## src/rtl/reg_to_tlul_fsm_pkg.sv

```systemverilog
// Register-interface request/response payloads used by the reg-to-TL-UL bridge.
package reg_to_tlul_fsm_pkg;

    localparam int unsigned REG_AW = 32;
    localparam int unsigned REG_DW = 32;
    localparam int unsigned REG_SW = REG_DW / 8;

    typedef struct packed {
        logic              valid;
        logic              write;
        logic [REG_AW-1:0] addr;
        logic [REG_DW-1:0] wdata;
        logic [REG_SW-1:0] wstrb;
    } reg_req_t;

    typedef struct packed {
        logic              ready;
        logic [REG_DW-1:0] rdata;
        logic              error;
    } reg_rsp_t;

endpackage

```

## src/rtl/tlul_pkg.sv

```systemverilog
// Shared TL-UL definitions: field widths, opcode encodings and channel payloads.
package tlul_pkg;

    localparam int unsigned TL_AW  = 32;
    localparam int unsigned TL_DW  = 32;
    localparam int unsigned TL_DBW = TL_DW / 8;
    localparam int unsigned TL_AIW = 8;
    localparam int unsigned TL_DIW = 1;
    localparam int unsigned TL_SZW = 2;
    localparam int unsigned TL_AUW = 16;
    localparam int unsigned TL_DUW = 16;

    typedef enum logic [2:0] {
        PutFullData    = 3'h0,
        PutPartialData = 3'h1,
        Get            = 3'h4
    } tl_a_op_e;

    typedef enum logic [2:0] {
        AccessAck     = 3'h0,
        AccessAckData = 3'h1
    } tl_d_op_e;

    typedef struct packed {
        logic                a_valid;
        tl_a_op_e            a_opcode;
        logic [2:0]          a_param;
        logic [TL_SZW-1:0]   a_size;
        logic [TL_AIW-1:0]   a_source;
        logic [TL_AW-1:0]    a_address;
        logic [TL_DBW-1:0]   a_mask;
        logic [TL_DW-1:0]    a_data;
        logic [TL_AUW-1:0]   a_user;
        logic                d_ready;
    } tl_h2d_t;

    typedef struct packed {
        logic                d_valid;
        tl_d_op_e            d_opcode;
        logic [2:0]          d_param;
        logic [TL_SZW-1:0]   d_size;
        logic [TL_AIW-1:0]   d_source;
        logic [TL_DIW-1:0]   d_sink;
        logic [TL_DW-1:0]    d_data;
        logic [TL_DUW-1:0]   d_user;
        logic                d_error;
        logic                a_ready;
    } tl_d2h_t;

endpackage

```

## src/rtl/reg_to_tlul_fsm.sv

```systemverilog
// Bridges one register-interface access at a time onto a TL-UL host port,
// with an optional response timeout that drains the late beat afterwards.
module reg_to_tlul_fsm
    import reg_to_tlul_fsm_pkg::*;
#(
    parameter type         req_t             = reg_req_t,
    parameter type         rsp_t             = reg_rsp_t,
    parameter type         tl_h2d_t          = tlul_pkg::tl_h2d_t,
    parameter type         tl_d2h_t          = tlul_pkg::tl_d2h_t,
    parameter type         tl_a_user_t       = logic [tlul_pkg::TL_AUW-1:0],
    parameter tl_a_user_t  TL_A_USER_DEFAULT = '0,
    parameter int unsigned DW                = 32,
    parameter int unsigned SourceId          = 0,
    parameter int unsigned TimeoutCycles     = 0
) (
    input  logic    clk_i,
    input  logic    rst_ni,
    input  req_t    reg_req_i,
    output rsp_t    reg_rsp_o,
    output tl_h2d_t tl_o,
    input  tl_d2h_t tl_i
);

    localparam int unsigned MaskW   = DW / 8;
    localparam int unsigned SizeVal = $clog2(MaskW);
    localparam int unsigned SzW     = tlul_pkg::TL_SZW;
    localparam int unsigned IdW     = tlul_pkg::TL_AIW;
    localparam int unsigned CntW    = (TimeoutCycles > 0) ? $clog2(TimeoutCycles + 1) : 1;
    localparam logic [CntW-1:0] CntMax = CntW'(TimeoutCycles);
    localparam logic [IdW-1:0]  SrcId  = IdW'(SourceId);

    typedef enum logic [2:0] {
        IDLE,
        ADDR,
        DATA,
        DONE,
        DRAIN
    } state_e;

    state_e              state_q, state_d;
    logic [CntW-1:0]     cnt_q, cnt_d, cnt_inc;
    logic [DW-1:0]       rdata_q, rdata_d;
    logic                error_q, error_d;
    logic                drain_q, drain_d;
    logic                a_valid_q, d_ready_q, ready_q;

    logic                write_q;
    logic [REG_AW-1:0]   addr_q;
    logic [DW-1:0]       wdata_q;
    logic [MaskW-1:0]    mask_q;
    tlul_pkg::tl_a_op_e  opcode_q;

    logic                capture;
    logic                unused_d;

    assign capture  = (state_q == IDLE) && reg_req_i.valid;
    assign unused_d = ^{tl_i.d_opcode, tl_i.d_param, tl_i.d_size, tl_i.d_sink, tl_i.d_user};

    // Request capture; opcode and mask are resolved here so the A channel is flop-driven.
    always_ff @(posedge clk_i) begin
        if (!rst_ni) begin
            write_q  <= 1'b0;
            addr_q   <= '0;
            wdata_q  <= '0;
            mask_q   <= '0;
            opcode_q <= tlul_pkg::PutFullData;
        end else if (capture) begin
            write_q  <= reg_req_i.write;
            addr_q   <= reg_req_i.addr;
            wdata_q  <= reg_req_i.wdata;
            mask_q   <= reg_req_i.write ? reg_req_i.wstrb : '1;
            if (!reg_req_i.write) begin
                opcode_q <= tlul_pkg::Get;
            end else if (&reg_req_i.wstrb) begin
                opcode_q <= tlul_pkg::PutFullData;
            end else begin
                opcode_q <= tlul_pkg::PutPartialData;
            end
        end
    end

    // State, response and handshake registers.
    always_ff @(posedge clk_i) begin
        if (!rst_ni) begin
            state_q   <= IDLE;
            cnt_q     <= '0;
            rdata_q   <= '0;
            error_q   <= 1'b0;
            drain_q   <= 1'b0;
            a_valid_q <= 1'b0;
            d_ready_q <= 1'b0;
            ready_q   <= 1'b0;
        end else begin
            state_q   <= state_d;
            cnt_q     <= cnt_d;
            rdata_q   <= rdata_d;
            error_q   <= error_d;
            drain_q   <= drain_d;
            a_valid_q <= (state_d == ADDR);
            d_ready_q <= (state_d == DATA) || (state_d == DRAIN);
            ready_q   <= (state_d == DONE);
        end
    end

    assign cnt_inc = (cnt_q == CntMax) ? cnt_q : cnt_q + CntW'(1);

    // Next-state logic; a response beat wins over a timeout expiring in the same cycle.
    always_comb begin
        state_d = state_q;
        cnt_d   = cnt_q;
        rdata_d = rdata_q;
        error_d = error_q;
        drain_d = drain_q;
        unique case (state_q)
            IDLE: begin
                if (reg_req_i.valid) begin
                    if (reg_req_i.write && (reg_req_i.wstrb == '0)) begin
                        state_d = DONE;
                        rdata_d = '0;
                        error_d = 1'b0;
                        drain_d = 1'b0;
                    end else begin
                        state_d = ADDR;
                    end
                end
            end
            ADDR: begin
                if (tl_i.a_ready) begin
                    state_d = DATA;
                    cnt_d   = '0;
                end
            end
            DATA: begin
                if (tl_i.d_valid) begin
                    state_d = DONE;
                    drain_d = 1'b0;
                    if (tl_i.d_source == SrcId) begin
                        rdata_d = write_q ? '0 : tl_i.d_data;
                        error_d = tl_i.d_error;
                    end else begin
                        rdata_d = '0;
                        error_d = 1'b1;
                    end
                end else if (TimeoutCycles != 0) begin
                    cnt_d = cnt_inc;
                    if (cnt_inc == CntMax) begin
                        state_d = DONE;
                        rdata_d = '0;
                        error_d = 1'b1;
                        drain_d = 1'b1;
                    end
                end
            end
            DONE: begin
                state_d = drain_q ? DRAIN : IDLE;
            end
            DRAIN: begin
                if (tl_i.d_valid) begin
                    state_d = IDLE;
                    drain_d = 1'b0;
                end
            end
            default: state_d = IDLE;
        endcase
    end

    always_comb begin
        tl_o           = '0;
        tl_o.a_valid   = a_valid_q;
        tl_o.a_opcode  = opcode_q;
        tl_o.a_param   = '0;
        tl_o.a_size    = SzW'(SizeVal);
        tl_o.a_source  = SrcId;
        tl_o.a_address = addr_q;
        tl_o.a_mask    = mask_q;
        tl_o.a_data    = wdata_q;
        tl_o.a_user    = TL_A_USER_DEFAULT;
        tl_o.d_ready   = d_ready_q;
    end

    always_comb begin
        reg_rsp_o       = '0;
        reg_rsp_o.ready = ready_q;
        reg_rsp_o.rdata = rdata_q;
        reg_rsp_o.error = error_q;
    end

endmodule
```

## config.mk

```make
export PLATFORM = sky130hd
export DESIGN_NAME = reg_to_tlul_fsm
export DESIGN_NICKNAME = d
export VERILOG_FILES = /design/src/rtl/reg_to_tlul_fsm_pkg.sv /design/src/rtl/tlul_pkg.sv /design/src/rtl/reg_to_tlul_fsm.sv
export SDC_FILE = /design/constraint.sdc
export NUM_CORES = 1
export LEC_CHECK = 0
export BUFFER_PORTS_ARGS = -buffer_cell sky130_fd_sc_hd__buf_2
export CORE_MARGIN = 4
export CORE_UTILIZATION = 30
export CTS_CLUSTER_SIZE = 10
export DETAILED_ROUTE_END_ITERATION = 16
export GPL_TIMING_DRIVEN = 0
export PLACE_DENSITY_LB_ADDON = 0.08
export SETUP_SLACK_MARGIN = 0.3
export SYNTH_ARGS = -nofsm -noshare
export SYNTH_HDL_FRONTEND = slang
export SYNTH_SLANG_ARGS = --single-unit
```

## constraint.sdc

```tcl
create_clock -name clk_i -period 2.25 [get_ports clk_i]
set_input_delay 0.45 -clock clk_i [delete_from_list [all_inputs] [get_ports clk_i]]
set_output_delay 0.45 -clock clk_i [all_outputs]
set_load 0.05 [all_outputs]
```

== Yosys cells after proc, flatten, opt, wreduce, memory -nomap -nowiden ==
Index checks and enable logic that the tools add are counted.

* Equal/unequal tests: 12
* Mux-type cells: 23
* Reduce and logical (&&, ||, !) cells: 12

{| class="wikitable"
|+ Operators by type and width
! operator !! count
|-
| $mux 32 || 5
|-
| $pmux 32 s2 || 1
|-
| $mux 3 || 6
|-
| $pmux 3 s5 || 1
|-
| $eq 3x2->1 const B || 4
|-
| $reduce_and 4->1 || 3
|-
| $logic_not 8->1 || 1
|-
| $eq 3x1->1 const B || 2
|-
| $eq 3x3->1 const B || 2
|-
| $mux 1 || 6
|-
| $logic_not 4->1 || 1
|-
| $mux 4 || 1
|-
| $ne 2x1->1 const B || 2
|-
| $ne 2x2->1 const B || 2
|-
| $pmux 1 s2 || 2
|-
| $reduce_bool 2->1 || 2
|-
| $logic_not 3->1 || 1
|-
| $logic_and 1x1->1 || 2
|-
| $mux 2 || 1
|-
| $reduce_or 2->1 || 1
|-
| $logic_or 1x1->1 || 1
|}

* Register bits: 112
* Logic and storage cells: 59

== Logic depth before layout (Yosys ltp) ==
Gate-level depths: netlist (run 1).

* Word-level depth: 7
* Mapped depth: 7
* Mapped depth without buffers: 4

== Least setup slack after synthesis (run 1) ==
OpenSTA, ideal clock, no wires.

* Kind: input to register
* Start point: input reg_req_i[0] (netlist bit)
* End point: register rdata_q[10]
* Library setup time: 0.072 ns
* Arrival time: 1.917 ns
* Required time: 2.178 ns
* Slack: 0.262 ns
* Stages: 5
* Path buffers: 1
* Cell sequence: or4b_1 o31a_1 nor3_4 buf_8 mux2i_1

* Cells in the longest elaborated chain, start to end: 4

{| class="wikitable"
|+ Ends and longest elaborated chain
! what !! RTL line !! source
|-
| start, declared || reg_to_tlul_fsm.sv:18 || <nowiki>input req_t reg_req_i,</nowiki>
|-
| $logic_not 4->1 || reg_to_tlul_fsm.sv:117 || <nowiki>if (reg_req_i.write && (reg_req_i.wstrb == '0)) begin</nowiki>
|-
| $logic_and 1x1->1 || reg_to_tlul_fsm.sv:117 ||
|-
| $ne 2x1->1 (no line) || n/a ||
|-
| $reduce_and 4->1 (no line) || n/a ||
|-
| end signal, assigned || reg_to_tlul_fsm.sv:96 || <nowiki>rdata_q <= rdata_d;</nowiki>
|-
| end, declared || reg_to_tlul_fsm.sv:42 || <nowiki>logic [DW-1:0] rdata_q, rdata_d;</nowiki>
|}

No other way between the ends.
A chain may end at the register's enable or synchronous reset.

== Worst setup path in the final report (run 1) ==
* Start point: register state_q[2]
* End point: register wdata_q[5]

* Cells in the longest elaborated chain, start to end: 2

{| class="wikitable"
|+ Ends and longest elaborated chain
! what !! RTL line !! source
|-
| start, declared || reg_to_tlul_fsm.sv:40 || <nowiki>state_e state_q, state_d;</nowiki>
|-
| start signal, assigned || reg_to_tlul_fsm.sv:94 || <nowiki>state_q <= state_d;</nowiki>
|-
| $logic_not 3->1 || reg_to_tlul_fsm.sv:56 || <nowiki>assign capture = (state_q == IDLE) && reg_req_i.valid;</nowiki>
|-
| $logic_and 1x1->1 || reg_to_tlul_fsm.sv:56 ||
|-
| end signal, assigned || reg_to_tlul_fsm.sv:70 || <nowiki>wdata_q <= reg_req_i.wdata;</nowiki>
|-
| end, declared || reg_to_tlul_fsm.sv:49 || <nowiki>logic [DW-1:0] wdata_q;</nowiki>
|}

No other way between the ends.

==> results of run 1 <==
[Yosys cell counts, drive strengths merged]
cell type	number	share of area
o31a	1	0.0019
nor2b	4	0.0055
conb	2	0.0017
nor2	2	0.0017
o211a	4	0.0089
o32ai	1	0.0019
nand4	1	0.0014
clkbuf	29	0.024
dfxtp	110	0.49
inv	2	0.0017
o21a	2	0.0033
and3b	2	0.0039
or3b	1	0.0019
or4b	2	0.0044
a21oi	2	0.0022
a311oi	1	0.0019
nand2	202	0.17
buf	43	0.072
mux2i	33	0.073
nor4	3	0.0041
o22ai	1	0.0014
a21boi	66	0.11
nand3b	3	0.0050
and4	1	0.0019
nor3	2	0.0047
nand2b	1	0.0014
nor4b	1	0.0019
o211ai	1	0.0017
nand3	1	0.0011
nor3b	1	0.0017
[registers in the layout (all words and copies together) (netlist names)]
signal and flops:
addr_q 32, rdata_q 32, wdata_q 32, mask_q 4, state_q 3, opcode_q 2, a_valid_q 1, d_ready_q 1
error_q 1, ready_q 1, write_q 1
[path summary, 6_finish.rpt]
kind                      startpoint                 endpoint  slack [ns]
max            state_q[2]$_SDFF_PN0_  wdata_q[5]$_SDFFE_PN0P_        0.41
min                         tl_i[67]    state_q[2]$_SDFF_PN0_        0.29
min reg2reg  addr_q[26]$_SDFFE_PN0P_  addr_q[26]$_SDFFE_PN0P_        0.45
max reg2reg    state_q[2]$_SDFF_PN0_  wdata_q[5]$_SDFFE_PN0P_        0.41
[power by group through the flow]
| stage | Combinational (µW) | Clock [µW] | Sequential, µW |
|---|---|---|---|
| finish | 1060 | 1520 | 2090 |
| global route | 1140 | 1640 | 2100 |
| CTS | 1060 | 1580 | 2100 |
| detailed placement | 1060 | 0 | 2140 |
| global placement | 1050 | 0 | 2140 |
| floorplan | 443 | 0 | 2460 |
[worst register-to-register path, cell delays in order, from the launching register on]
cell      delay (ns)
dfxtp_1         0.30
buf_2           0.18
or4b_1          0.53
clkbuf_2        0.18
clkbuf_4        0.21
clkbuf_4        0.20
nand2_1         0.09
a21boi_1        0.06
[metrics by stage]
step / power [µW] / cells / setup slack (ns)
6_report: 4670 / 976 / 0.407
5_1_grt: 4890 / 976 / 0.296
2_1_floorplan: 2900 / 553 / 0.262
3_3_place_gp: 3180 / 957 / -0.0319
4_1_cts: 4740 / 975 / 0.315
3_5_place_dp: 3200 / 957 / -0.0849
[area by class of cell]
class | count | area [µm²]
diodes | 1 | 2.50
plain buffers | 72 | 460
clock buffers | 11 | 253
clock inverters | 4 | 22.5
fillers | 1587 | 8350
inverters | 2 | 7.51
multi-input cells | 369 | 1990
flip-flops and latches | 110 | 2200
well taps | 184 | 230
repair buffers | 223 | 1120
[cell families after synthesis]
group / count (synthesis) / synth area share
and+or+nand+nor: 227 / 0.208
DFF: 110 / 0.487
AOI/OAI and AO/OA: 79 / 0.133
buffers and inverters: 74 / 0.0974
muxes: 33 / 0.0730
other: 2 / 0.00166
[repair_timing]
| action | 4_1_cts | 5_1_grt |
|---|---|---|
| cloned | 0 | 0 |
| gates resized for setup | 10 | 18 |
| pin swaps | 1 | 0 |
| endpoints found under the setup margin | 95 | 86 |
| setup buffers | 3 | 0 |
[per-layer routing]
| layer | track usage | wire [µm] | part of all wire | vias up |
|---|---|---|---|---|
| li1 | - | - | - | 2165 |
| met1 | 0.183 | 5600 | 0.42 | 1889 |
| met2 | 0.248 | 6240 | 0.47 | 153 |
| met3 | 0.0484 | 1200 | 0.090 | 17 |
| met4 | 0.0581 | 253 | 0.019 | 2 |
| met5 | 0 | 7 | 0.00053 | - |
==> reports/qor.txt, run 1 <==
Max-Cap Viols = 0
Slowest cell delay on critical path = 0.53 ns
Worst path slowest cell = or4b_1
Initial Utilization = 0.309
Clock share of power = 0.325
CTS buffer count = 9
Hpwl dp = 10300 µm
Post-Synthesis Cell Area = 4520 µm²
Initial antenna violation count = 2
Final RePlAce weighted congestion = 0.742
Routed len/inst = 13.6 µm
# DRC = 0
Leakage power = 0.00304 µW
Finish-stage setup viols = 0
Worst vdd ir = 0.342 mV
Endpoints failing hold = 0
Clock Latency Late Sink = 0.35 ns
Setup TNS = 0 ns
Post-route ant nets = 0
Int Pwr = 3160 µW
Most common cell after layout, fill and taps aside = buf_2
Post-synthesis sequential area ratio = 0.487
Grt total ovfl = 0
Logic pwr share = 0.227
Worst Tran Pin Value = 0.523 ns
Critical path capture point type = flop
Via density = 4.33
Post-route cell area = 6290 µm²
Pwr dens = 742 nW/µm²
Synth unique cells = 34
CTS Buffer Depth = 2
Die width = 131 µm
Commonest non-fill, non-tap cells in the layout = buf_2, nand2_1, dfxtp_1
Hold WC Path Type = in -> reg
WP buf/inv = 4
Top Family by Delay on Critical Path = buffers and inverters
Detailed Route Iter0 Violations = 119
Nets = 927
Net load switching power = 1510 µW
IO Pins = 276
Cell depth of the worst setup path = 7
Core Util, Final = 0.430
Max FO, Critical Path = 10
Crit-path cells = buf_2, or4b_1, clkbuf_2, clkbuf_4, clkbuf_4, nand2_1, a21boi_1
CTS Hold Bufs = 0
F_max = 0.543 GHz
Most used cell, CP = clkbuf_4
Crit Path Class = reg -> reg
Total track usage = 0.150
PortBufs = 220
Clk sinks = 110
DRT Pass-1 Iters = 4
Vias post-DR = 4226
Register bit total from synthesis = 110
Worst hold slack = 0.294 ns
Layout cells sized above 1 = 0.372
CTS tree = done
Root buf cell = clkbuf_16
Number of synthesis warnings = 0
Switching part of the total = 0.323
Largest net degree at the start of global routing = 17
Vias in the first global route = 4091
First-pass GRT wire length = 20200 µm
Row count = 44
Post-synthesis area per instance = 8.62 µm²
Status = finished clean
Max Slew Vio Count = 0
Hold Crit Depth = 2
Placeable Area = 14600 µm²
Total wire length = 13300 µm
Data required, critical path = 2.49 ns
H-tree levels = 3
Fin crit share = 0.819
Part of the power in registers = 0.448
Worst-path clk slew = 0.07 ns
Die Footprint = 17100 µm²
Post-Place Cell Area = 5960 µm²
Clk_skew = 0.00488 ns
Slew HR = 0.648
Setup crit start kind = flop
Die Y = 131 µm
CP arrival = 2.08 ns
Post-Syn Instances = 525
Synth-to-Final Area Change = 39.1%
RSZ-0062 raised after global routing = yes
Tmin final = 1.84 ns
R2R depth = 7
Power figures use the tool's default switching activity.
==> run 2: changes to the inputs <==
==> constraint.sdc (replaced) <==
create_clock -name clk_i -period 1.92 [get_ports clk_i]
set_input_delay 0.384 -clock clk_i [delete_from_list [all_inputs] [get_ports clk_i]]
set_output_delay 0.384 -clock clk_i [all_outputs]
set_load 0.05 [all_outputs]
==> run 2 against run 1 <==
- clock-buffer cell count grew 2
- clock power grew 33%
- die area is the same
- clock skew grew 0.0033 ns
- first-iteration DRC count grew 9.2%
- sequential power grew 18%
- global-route usage is essentially flat
- largest cell class is now multi-input gates
- highest routed layer unchanged
- wire length grew 4.4%
- flip-flop and latch count is the same
- utilization grew 5.2 points
- combinational power grew 39%
- non-clock buffer count grew 19
==> reports/qor.txt, run 2 (same netlist as run 1, synthesis figures left out) <==
First-pass GRT wire length = 20200 µm
Vias post-DR = 4311
Core Util, Final = 0.482
Initial Utilization = 0.309
Root buf cell = clkbuf_16
Crit Path Class = in -> reg
Placeable Area = 14600 µm²
Clock Latency Late Sink = 0.35 ns
Global routing usage on met2 = 0.251
WP buf/inv = 3
Tmin final = 1.67 ns
Net load switching power = 1860 µW
Clk_skew = 0.00819 ns
Total wire length = 13900 µm
Finish-stage setup viols = 0
Post-route ant nets = 0
Fin crit share = 0.871
CTS buffer count = 9
Met1 GRT Util = 0.180
Status = finished clean
Layout cells sized above 1 = 0.462
Worst vdd ir = 0.421 mV
Grt total ovfl = 0
DRT Pass-1 Iters = 4
Pwr dens = 846 nW/µm²
GR peak layer = met2
Worst path slowest cell = or4b_1
Total track usage = 0.151
Clock share of power = 0.339
# DRC = 0
Switching part of the total = 0.312
Top Family by Delay on Critical Path = simple AND/OR/NAND/NOR gates
Via density = 4.33
Routed len/inst = 14.0 µm
Max Slew Vio Count = 0
Part of the power in registers = 0.414
Nets = 946
Met3 Usage GRT = 0.0646
Critical path capture point type = flop
Detailed Route Iter0 Violations = 130
Setup TNS = 0 ns
Hpwl dp = 10300 µm
Synth-to-Final Area Change = 56.1%
Die Footprint = 17100 µm²
Clk sinks = 110
CTS tree = done
Final RePlAce weighted congestion = 0.760
Post-route cell area = 7060 µm²
H-tree levels = 3
Largest net degree at the start of global routing = 17
Antenna diodes = 0
Leakage power = 0.00338 µW
Most used cell, CP = buf_6
CP arrival = 1.96 ns
Endpoints failing hold = 0
Commonest non-fill, non-tap cells in the layout = buf_2, nand2_1, dfxtp_1
IO Pins = 276
CTS Buffer Depth = 2
Hold WC Path Type = in -> reg
Vias in the first global route = 4021
Data required, critical path = 2.20 ns
Die width = 131 µm
Setup crit start kind = primary input
Crit-path cells = buf_6, or4b_1, o31a_1, nor3_4, buf_6, buf_12, mux2i_1
Worst-path clk slew = 0.07 ns
Int Pwr = 4110 µW
RSZ-0062 raised after global routing = yes
Top flop regs = addr_q: 32 flops, rdata_q: 32 flops, wdata_q: 32 flops
Slowest cell delay on critical path = 0.52 ns
Post-Place Cell Area = 5960 µm²
Initial antenna violation count = 2
Most common cell after layout, fill and taps aside = buf_2
F_max = 0.598 GHz
Die Y = 131 µm
PortBufs = 220
Row count = 44
Max FO, Critical Path = 10
Logic pwr share = 0.247
Max-Cap Viols = 0
==> run 2: cell count changes in the layout (fill, tap and decap cells not counted), sizes merged <==
cell,before,now
clkinv,3,0
buf,265,290
clkbuf,41,37
bufinv,0,2
diode,1,0
==> run 2: timing repair <==
action	in CTS	in global routing
setup buffers	11	3
pin swaps	3	49
hold buffers	0	0
resized for setup	69	102
gates cloned	4	4
setup endpoints to repair	104	104
==> run 2: final cells by class <==
| type | count | area (µm²) |
|---|---|---|
| Fill cell | 1470 | 7580 |
| Multi-Input combinational cell | 369 | 2250 |
| Sequential cell | 110 | 2200 |
| Timing Repair Buffer | 242 | 1410 |
| Buffer | 72 | 638 |
| Clock buffer | 13 | 250 |
| Tap cell | 184 | 230 |
| Clock inverter | 3 | 67.6 |
| Inverter | 2 | 7.51 |
==> run 2: routing by layer <==
metal  share of wire  up-vias  routed length [µm]
met4           0.011        4                 152
met5          0.0015        -                  21
met1            0.42     1940                5850
li1                -     2199                   -
met3           0.091       14                1270
met2            0.47      154                6590
==> run 2: through the flow <==
| step | worst slack (ns) | power [µW] | hold slack (ns) | cells |
|---|---|---|---|---|
| after floorplan | -0.00244 | 3400 | 0.435 | 553 |
| after global placement | -0.286 | 3730 | 0.438 | 957 |
| after detailed placement | -0.322 | 3750 | 0.442 | 957 |
| after CTS | 0.221 | 5940 | 0.209 | 988 |
| after global routing | 0.212 | 6240 | 0.210 | 995 |
| final | 0.248 | 5970 | 0.224 | 995 |
==> run 2: final timing paths <==
| path | from | cells past startpoint | endpoint | slack [ns] |
|---|---|---|---|---|
| worst min-delay path | tl_i[67] | 2 | state_q[2]$_SDFF_PN0_ | 0.22 |
| worst max-delay path | reg_req_i[0] | 7 | rdata_q[25]$_SDFFE_PN0P_ | 0.25 |
| worst min register to register | wdata_q[22]$_SDFFE_PN0P_ | 2 | wdata_q[22]$_SDFFE_PN0P_ | 0.45 |
| worst max register to register | state_q[1]$_SDFF_PN0_ | 8 | opcode_q[2]$_SDFFE_PN0P_ | 0.28 |
==> run 2: worst register-to-register path, stage by stage, from the launching register on <==
cell and delay [ns]:
dfxtp_2 0.32, buf_8 0.12, or4b_4 0.52, buf_8 0.15, buf_12 0.14, buf_6 0.13, nor2_4 0.07, a21oi_2 0.03
nor2b_1 0.09
==> run 2: power groups by stage <==
stage               Clock, µW  Combinational, µW  Sequential [µW]
detailed placement          0               1240             2510
CTS                      2100               1380             2460
global route             2180               1570             2490
floorplan                   0                520             2880
global placement            0               1230             2510
finish                   2020               1470             2470
==> run 3: changes to the inputs <==
--- a/config.mk
+++ b/config.mk
@@ -6,6 +6,7 @@
 export NUM_CORES = 1
 export LEC_CHECK = 0
 export BUFFER_PORTS_ARGS = -buffer_cell sky130_fd_sc_hd__buf_2
+export CORE_ASPECT_RATIO = 0.6
 export CORE_MARGIN = 4
 export CORE_UTILIZATION = 30
 export CTS_CLUSTER_SIZE = 10
==> run 3 against run 2 <==
- clock-buffer cell count down 1
- cell count up 1.2%
- first-iteration DRC count up 54%
- maximum frequency down 2.1%
- wire length up 1.8%
- worst hold slack better by 0.028 ns
- total power down 2.3%
- non-clock buffer count down 2
- clock power down 6%
- via count down 0.37%
- global-route usage up 0.25 points
- critical path type unchanged
==> reports/qor.txt, run 3 (same netlist as run 1, synthesis figures left out) <==
Status = finished clean
H-tree levels = 3
Grt total ovfl = 0
PortBufs = 220
Max Slew Vio Count = 0
Crit Path Class = in -> reg
Post-Place Cell Area = 5980 µm²
Logic pwr share = 0.251
Leakage power = 0.00331 µW
FF-to-FF Start = state_q[1]$_SDFF_PN0_
Fin crit share = 0.889
Routed len/inst = 14.0 µm
Hold Path End = state_q[2]$_SDFF_PN0_
Hpwl dp = 10700 µm
Max-Cap Viols = 0
Detailed Route Iter0 Violations = 200
Antenna diodes = 0
Critical path capture point type = flop
Largest net degree at the start of global routing = 18
Commonest non-fill, non-tap cells in the layout = buf_2, nand2_1, dfxtp_1
Via density = 4.27
Data required, critical path = 2.20 ns
Initial Utilization = 0.309
Reg area = 2200 µm²
Die Footprint = 17200 µm²
Clock share of power = 0.325
# DRC = 0
Total wire length = 14100 µm
Post-route ant nets = 0
Total track usage = 0.153
FILL cells = 1462
Int Pwr = 3980 µW
CP arrival = 1.99 ns
Most common cell after layout, fill and taps aside = buf_2
Initial antenna violation count = 0
Clock Latency Late Sink = 0.34 ns
Placeable Area = 14600 µm²
Hold WC Path Type = in -> reg
Die width = 167 µm
DP Cell Count = 971
Net load switching power = 1860 µW
Clk_skew = 0.0116 ns
Worst Tran Pin Value = 0.528 ns
Worst hold start = tl_i[67]
Flop2flop setup slack = 0.27 ns
Post-route cell area = 6960 µm²
Slew HR = 0.648
Part of the power in registers = 0.424
Tmin final = 1.71 ns
Top flop regs = addr_q: 32 flops, rdata_q: 32 flops, wdata_q: 32 flops
Die Y = 103 µm
F_max = 0.586 GHz
Synth-to-Final Area Change = 53.8%
Fin cells = 1007
Multi-input logic area = 2180 µm²
Vias post-DR = 4295
R2r endpoint = rdata_q[26]$_SDFFE_PN0P_
Clk sinks = 110
Pwr dens = 839 nW/µm²
Setup crit start kind = primary input
Finish-stage setup viols = 0
First-pass GRT wire length = 21200 µm
CTS tree = done
Vias in the first global route = 4139
RSZ-0062 raised after global routing = yes
Worst vdd ir = 0.435 mV
DRT Pass-1 Iters = 4
CTS buffer count = 9
Final RePlAce weighted congestion = 0.771
Layout cells sized above 1 = 0.459
Worst-path clk slew = 0.08 ns
CTS Buffer Depth = 2
R2R depth = 7
Endpoints failing hold = 0
Hold Crit Depth = 2
Row count = 34
Root buf cell = clkbuf_16
IO Pins = 276
Nets = 944
Max FO, Critical Path = 7
Switching part of the total = 0.318
[run 3: cell types whose count changed in the layout (fill, tap and decap cells not counted), moves of 2 or more]
cell,delta
clkbuf_2,+3
buf_2,-2
nand2_2,+11
a21boi_2,-5
buf_6,-10
buf_4,+4
nand2_4,-10
a21boi_1,+5
[run 3: repair_timing]
item | CTS | global route
hold buffers | 0 | 0
gates resized for setup | 63 | 86
buffers inserted | 9 | 3
cloned | 4 | 4
pin swaps | 4 | 43
setup endpoints to repair | 104 | 102
[run 3: critical path, cell delays in order]
cell and delay [ns]:
buf_6 0.09, or4b_4 0.52, o31a_1 0.29, nor3_4 0.16
buf_12 0.18, clkbuf_16 0.16, mux2i_1 0.18
[run 3: how the worst max path moves through the flow]
stage | start | endpoint | slack [ns]
2_1_floorplan | reg_req_i[0] | rdata_q[10]$_SDFFE_PN0P_ | -0.002
3_3_place_gp | reg_req_i[0] | rdata_q[27]$_SDFFE_PN0P_ | -0.31
3_5_place_dp | reg_req_i[0] | rdata_q[24]$_SDFFE_PN0P_ | -0.33
4_1_cts | reg_req_i[0] | rdata_q[24]$_SDFFE_PN0P_ | 0.17
5_1_grt | reg_req_i[0] | rdata_q[7]$_SDFFE_PN0P_ | 0.18
6_report | reg_req_i[0] | rdata_q[26]$_SDFFE_PN0P_ | 0.21
[run 3: metrics by stage]
step / hold slack [ns] / setup slack (ns) / total power (µW) / util / setup TNS, ns
2_1_floorplan: 0.435 / -0.00244 / 3400 / - / -0.0731
6_report: 0.251 / 0.212 / 5830 / 0.475 / 0
5_1_grt: 0.245 / 0.183 / 6100 / 0.475 / 0
3_3_place_gp: 0.438 / -0.306 / 3740 / 0.409 / -18.90
4_1_cts: 0.242 / 0.173 / 5790 / 0.452 / 0
3_5_place_dp: 0.445 / -0.331 / 3750 / 0.409 / -18.13
[run 3: power by group through the flow]
stage / sequential (µW) / combinational, µW / clock (µW)
after CTS: 2460 / 1360 / 1970
final: 2470 / 1470 / 1900
after global placement: 2510 / 1240 / 0
after global routing: 2490 / 1560 / 2050
after floorplan: 2880 / 520 / 0
after detailed placement: 2510 / 1240 / 0
[run 3: layout make-up]
| class | instances | share of cell area |
|---|---|---|
| Inverter | 2 | 0.00108 |
| Sequential cell | 110 | 0.317 |
| Timing Repair Buffer | 240 | 0.203 |
| Buffer | 72 | 0.0856 |
| Multi-Input combinational cell | 369 | 0.314 |
| Tap cell | 198 | 0.0356 |
| Clock inverter | 4 | 0.00791 |
| Clock buffer | 12 | 0.0354 |
[run 3: layer usage]
layer  track usage  part of all wire  up-vias
met4        0.0283            0.0043        0
met1         0.202              0.46     1948
met5             0                 0        -
met2         0.247              0.45      148
li1              -                 -     2193
met3        0.0559             0.083        6
